$ cat config.mk
export PLATFORM = sky130hd
export DESIGN_NAME = hilo_mdu_flat
export DESIGN_NICKNAME = d
export VERILOG_FILES = /design/src/rtl/hilo_mdu_if.sv /design/src/rtl/hilo_mdu.sv /design/src/flat_wrapper.sv
export SDC_FILE = /design/constraint.sdc
export NUM_CORES = 2
export LEC_CHECK = 0
export BUFFER_PORTS_ARGS = -buffer_cell sky130_fd_sc_hd__buf_2
export CAP_MARGIN = 15
export CORE_UTILIZATION = 50
export CTS_BUF_LIST = sky130_fd_sc_hd__clkbuf_8
export CTS_CLUSTER_DIAMETER = 30
export DETAILED_ROUTE_END_ITERATION = 7
export PLACE_DENSITY = 0.74
export SLEW_MARGIN = 20
export SYNTH_ARGS = -nofsm -noshare
export SYNTH_HDL_FRONTEND = slang
export SYNTH_SLANG_ARGS = --single-unit
$ cat constraint.sdc
create_clock -name clk -period 15.4 [get_ports clk]
set_input_delay 3.08 -clock clk [delete_from_list [all_inputs] [get_ports clk]]
set_output_delay 3.08 -clock clk [all_outputs]
set_load 0.005 [all_outputs]
$ cat src/rtl/hilo_mdu_if.sv
// hilo_mdu_if: EX-stage request bus and HI/LO result bus of the multiply/divide unit
interface hilo_mdu_if #(parameter int WIDTH = 32);
    logic             flush;
    logic             op_valid;
    logic [2:0]       op;
    logic [WIDTH-1:0] src_a;
    logic [WIDTH-1:0] src_b;
    logic             op_ready;
    logic             busy;
    logic             div_zero;
    logic [WIDTH-1:0] hi_out;
    logic [WIDTH-1:0] lo_out;
    modport master(output flush, op_valid, op, src_a, src_b,
                   input op_ready, busy, div_zero, hi_out, lo_out);
    modport slave(input flush, op_valid, op, src_a, src_b,
                  output op_ready, busy, div_zero, hi_out, lo_out);
endinterface

$ cat src/rtl/hilo_mdu.sv
// hilo_mdu: HI/LO register pair with multi-cycle multiply and radix-2 restoring divide
module hilo_mdu #(
    parameter int WIDTH   = 32,
    parameter int MUL_LAT = 3
) (
    input logic       clk,
    input logic       rst,
    hilo_mdu_if.slave bus
);
    localparam int CW = $clog2((WIDTH > MUL_LAT ? WIDTH : MUL_LAT) + 1);
    typedef enum logic [1:0] {IDLE, MUL, DIV, FIX} state_t;
    state_t           state_q, state_d;
    logic [CW-1:0]    cnt_q, cnt_d;
    logic [WIDTH-1:0] a_q, a_d, b_q, b_d, r_q, r_d, hi_q, hi_d, lo_q, lo_d;
    logic             msgn_q, msgn_d, qneg_q, qneg_d, rneg_q, rneg_d, dz_q, dz_d;
    logic [WIDTH-1:0] ma, mb;
    logic             ms, sa, sb, qbit;
    logic [2*WIDTH-1:0] prod;
    logic [WIDTH:0]   trial;
    logic [WIDTH-1:0] rem_next;

    assign bus.op_ready = state_q == IDLE;
    assign bus.busy     = state_q != IDLE;
    assign bus.div_zero = dz_q;
    assign bus.hi_out   = hi_q;
    assign bus.lo_out   = lo_q;

    // product and divider datapath; in IDLE the multiplier sees the bus directly so MUL_LAT==1 commits at accept
    always_comb begin
        ma       = state_q == IDLE ? bus.src_a : a_q;
        mb       = state_q == IDLE ? bus.src_b : b_q;
        ms       = state_q == IDLE ? !bus.op[0] : msgn_q;
        prod     = {{WIDTH{ms & ma[WIDTH-1]}}, ma} * {{WIDTH{ms & mb[WIDTH-1]}}, mb};
        trial    = {r_q, a_q[WIDTH-1]} - {1'b0, b_q};
        qbit     = !trial[WIDTH];
        rem_next = qbit ? trial[WIDTH-1:0] : {r_q[WIDTH-2:0], a_q[WIDTH-1]};
        sa       = !bus.op[0] & bus.src_a[WIDTH-1];
        sb       = !bus.op[0] & bus.src_b[WIDTH-1];
    end

    // next-state: accept ops in IDLE, step multiply/divide, commit, flush cancels without commit
    always_comb begin
        state_d = state_q;
        cnt_d   = cnt_q;
        a_d     = a_q;
        b_d     = b_q;
        r_d     = r_q;
        hi_d    = hi_q;
        lo_d    = lo_q;
        msgn_d  = msgn_q;
        qneg_d  = qneg_q;
        rneg_d  = rneg_q;
        dz_d    = 1'b0;
        if (bus.flush) begin
            state_d = IDLE;
            cnt_d   = '0;
        end else begin
            case (state_q)
                IDLE: if (bus.op_valid) begin
                    case (bus.op)
                        3'b000, 3'b001: begin
                            a_d    = bus.src_a;
                            b_d    = bus.src_b;
                            msgn_d = !bus.op[0];
                            cnt_d  = CW'(MUL_LAT - 1);
                            if (MUL_LAT == 1) {hi_d, lo_d} = prod;
                            else state_d = MUL;
                        end
                        3'b010, 3'b011: begin
                            if (bus.src_b == '0) dz_d = 1'b1;
                            else begin
                                a_d     = sa ? -bus.src_a : bus.src_a;
                                b_d     = sb ? -bus.src_b : bus.src_b;
                                r_d     = '0;
                                qneg_d  = sa ^ sb;
                                rneg_d  = sa;
                                cnt_d   = CW'(WIDTH);
                                state_d = DIV;
                            end
                        end
                        3'b100: hi_d = bus.src_a;
                        3'b101: lo_d = bus.src_a;
                        default: ;
                    endcase
                end
                MUL: begin
                    cnt_d = cnt_q - 1'b1;
                    if (cnt_q == CW'(1)) begin
                        {hi_d, lo_d} = prod;
                        state_d      = IDLE;
                    end
                end
                DIV: begin
                    a_d   = {a_q[WIDTH-2:0], qbit};
                    r_d   = rem_next;
                    cnt_d = cnt_q - 1'b1;
                    if (cnt_q == CW'(1)) state_d = FIX;
                end
                FIX: begin
                    lo_d    = qneg_q ? -a_q : a_q;
                    hi_d    = rneg_q ? -r_q : r_q;
                    state_d = IDLE;
                end
                default: state_d = IDLE;
            endcase
        end
    end

    // state registers; reset abandons any op in flight
    always_ff @(posedge clk) begin
        if (rst) begin
            state_q <= IDLE;
            cnt_q   <= '0;
            a_q     <= '0;
            b_q     <= '0;
            r_q     <= '0;
            hi_q    <= '0;
            lo_q    <= '0;
            msgn_q  <= 1'b0;
            qneg_q  <= 1'b0;
            rneg_q  <= 1'b0;
            dz_q    <= 1'b0;
        end else begin
            state_q <= state_d;
            cnt_q   <= cnt_d;
            a_q     <= a_d;
            b_q     <= b_d;
            r_q     <= r_d;
            hi_q    <= hi_d;
            lo_q    <= lo_d;
            msgn_q  <= msgn_d;
            qneg_q  <= qneg_d;
            rneg_q  <= rneg_d;
            dz_q    <= dz_d;
        end
    end
endmodule

$ cat src/flat_wrapper.sv
// flat-port wrapper written by rule: the top's interface ports become plain ports
module hilo_mdu_flat 
#(
    parameter int WIDTH   = 32,
    parameter int MUL_LAT = 3
)
  (clk, rst, bus_flush, bus_op_valid, bus_op, bus_src_a, bus_src_b, bus_op_ready, bus_busy, bus_div_zero, bus_hi_out, bus_lo_out);
  hilo_mdu_if #(.WIDTH(WIDTH)) bus_i ();
  input logic clk;
  input logic rst;
  input wire logic [$bits(bus_i.flush)-1:0] bus_flush;
  input wire logic [$bits(bus_i.op_valid)-1:0] bus_op_valid;
  input wire logic [$bits(bus_i.op)-1:0] bus_op;
  input wire logic [$bits(bus_i.src_a)-1:0] bus_src_a;
  input wire logic [$bits(bus_i.src_b)-1:0] bus_src_b;
  output wire logic [$bits(bus_i.op_ready)-1:0] bus_op_ready;
  output wire logic [$bits(bus_i.busy)-1:0] bus_busy;
  output wire logic [$bits(bus_i.div_zero)-1:0] bus_div_zero;
  output wire logic [$bits(bus_i.hi_out)-1:0] bus_hi_out;
  output wire logic [$bits(bus_i.lo_out)-1:0] bus_lo_out;
  assign bus_i.flush = bus_flush;
  assign bus_i.op_valid = bus_op_valid;
  assign bus_i.op = bus_op;
  assign bus_i.src_a = bus_src_a;
  assign bus_i.src_b = bus_src_b;
  assign bus_op_ready = bus_i.op_ready;
  assign bus_busy = bus_i.busy;
  assign bus_div_zero = bus_i.div_zero;
  assign bus_hi_out = bus_i.hi_out;
  assign bus_lo_out = bus_i.lo_out;
  hilo_mdu #(.WIDTH(WIDTH), .MUL_LAT(MUL_LAT)) u_core (.clk(clk), .rst(rst), .bus(bus_i));
endmodule
==> metrics <==
status complete, but fails checks; failing checks design-rule violations; Critical Path AT 13.17 ns; hold crit path type flip-flop to flip-flop; Synthesized Nets 7302; FFs w/ async S/R, synth 0%; WL per Instance 24.5 µm; setup violators final 0; Hold Vio Cnt, Final 0; CP Max Fanout 12; post-synthesis sequential area ratio 6.94%; critical path class primary input to flip-flop; most frequent CP cell fa_1; critical path startpoint category primary input; crit-path max cell delay 0.85 ns; initial antenna violation count 20; post-synthesis register bit count 172; die area 101000 µm²; max_slew headroom 16.2%; top cell family by delay on the critical path adder cells; vias per inst 5.94; metal2 WL 78900 µm; Metal-1 WL 62500 µm; Clk pin slew, worst setup/hold paths 0.13 ns; vias in the first global route 43245; total negative slack 0 ns; Area contributors post-synth fa_1 (45%), inv_1 (8.9%), dfxtp_1 (6.9%); core area 98400 µm²; Yosys top cell area share 45.4%; Post-DP HPWL 137000 µm; layout cells sized above 1 6.48%; clk_lat worst skew 0.55 ns; Cell Area, Synth 49600 µm²; CTS Buffer Depth 2; clock skew 0.0331 ns; Residual DRC 7; total grt overflow 0; Mapped Cells 5849; RSZ-0062 raised after global routing no; CP bufs+invs 5; first-pass GRT wire length 262000 µm; Post-synth EDFFs 0; largest net degree at the start of global routing 89; metal3 WL 19700 µm; synth warn 0; Site Rows 115; vias 42168; Area Overhead vs Synth 5.40%; die height 317 µm; Slew Limit Fails 0; CTS Buf Count 17; Worst Setup End Kind flip-flop; Top Ports 138; 1st-iter DRT viols 4589; Top FF cell, synth dfxtp_1; Post-CTS Resized 0; Period Utilization, post-route 82.9%; htree depth 4; placer congestion estimate 1.04; slowest CP cell a21oi_1; max-cap violations 0; Worst Tran Pin Value 1.25 ns; DR pass1 iterations 8; DRT antenna net count 0; Peak Freq 78.4 MHz; postcts setup bufs 0; uppermost layer routed met5; root buf cell clkbuf_8; Die Width 317 µm; filler instances 9177; Layout Nets 7243; Clock Sinks 172; Synth Area per Inst 8.49 µm²; Initial Utilization 50.4%; min Tclk post-route 12.76 ns; Unique masters post-synth 78; # hold bufs at CTS 0; Worst EP required 15.81 ns; CTS tree built; DRT Wirelength 174000 µm; IO buf count 137; Total GRT Usage 35.3%; cell taking the most area after synthesis fa_1
==> worst min-delay path, delay by kind of cell, from the launching register on <==
family / cells / cell delay, ns
simple gates: 1 / 0.06
compound gates: 1 / 0.05
flops: 1 / 0.35
==> synth_stat cells, drive strengths merged (16+ instances only) <==
cell	instances
o31ai	29
nor2	625
a21oi	197
nand2	905
a21boi	26
inv	1185
xor2	65
a21o	59
fa	1126
ha	256
dfxtp	172
and3	18
nand3	32
o21ai	165
mux2i	67
buf	42
and2	18
a211oi	45
a22oi	22
clkbuf	269
mux2	32
xnor2	147
nand4	21
a311oi	23
nand2b	22
a221o	29
nor3	54
or4	16
==> kinds of logic after synthesis <==
family	synth area share, %
multiplexers	2.08
AO/OA/AOI/OAI	9.27
adder cells (fa/ha/maj)	51.9
XOR/XNOR	3.74
flip-flops	6.94
AND/OR/NAND/NOR	14.8
buffers and inverters	11.4
==> per-stage QoR <==
step | worst slack, ns | instance area, µm² | instances | util (%) | hold slack [ns]
after global routing | 2.54 | 52300 | 7093 | 53.1 | 0.515
after global placement | 2.58 | 51800 | 7057 | 52.6 | 0.460
after detailed placement | 2.43 | 51800 | 7057 | 52.6 | 0.479
final | 2.64 | 52300 | 7101 | 53.2 | 0.492
after floorplan | 4.34 | 49600 | 5849 | - | 0.444
after CTS | 2.99 | 52200 | 7089 | 53.1 | 0.496
==> metal layers <==
layer	track usage, %	vias to the layer above
met4	22.5	8
met1	44.1	21356
met3	8.80	614
met5	0.0473	-
li1	-	17677
met2	55.0	2513
==> worst paths after layout <==
kind                          start                    end  slack [ns]  depth (start not counted)
setup reg to reg  u_core.state_q[0]  u_core.bus.hi_out[31]        3.57                         33
setup / recovery          bus_op[0]  u_core.bus.hi_out[31]        2.64                         29
hold reg to reg     u_core.cnt_q[3]        u_core.cnt_q[3]        0.49                          2
hold / removal      u_core.cnt_q[3]        u_core.cnt_q[3]        0.49                          2
==> placed cells by master, fill, tap and decap left out, drive strengths merged, types with 16 or more instances in the layout <==
cell / instances
nand4: 21
xor2: 65
nor3: 54
o31ai: 29
and2: 18
nand2: 905
dfxtp: 172
xnor2: 147
a22oi: 22
a21boi: 26
a221o: 29
ha: 256
nor2: 625
nand2b: 22
mux2: 32
fa: 1126
and3: 18
or4: 16
clkbuf: 17
a311oi: 23
mux2i: 67
a21oi: 197
o21ai: 165
inv: 1192
nand3: 32
a211oi: 45
a21o: 59
buf: 233
==> layout make-up <==
cell class | count | area (µm²) | share of cell area, %
Antenna cell | 11 | 27.5 | 0.0526
Clock buffer | 17 | 234 | 0.447
Clock inverter | 15 | 204 | 0.390
Inverter | 1186 | 4450 | 8.51
Multi-Input combinational cell | 4180 | 40900 | 78.2
Sequential cell | 172 | 3440 | 6.58
Tap cell | 1287 | 1610 | 3.08
Timing Repair Buffer | 233 | 1420 | 2.72
==> state kept, by name, indices dropped and copies added, names as in the netlist, 2 cells and up <==
name,flops
u_core.a_q,32
u_core.b_q,32
u_core.bus.hi_out,32
u_core.bus.lo_out,32
u_core.r_q,32
u_core.cnt_q,6
u_core.state_q,2
Power is left out: the tool's default activity adds up to more than one toggle a clock period on the data nets, which glitch-free logic cannot reach.
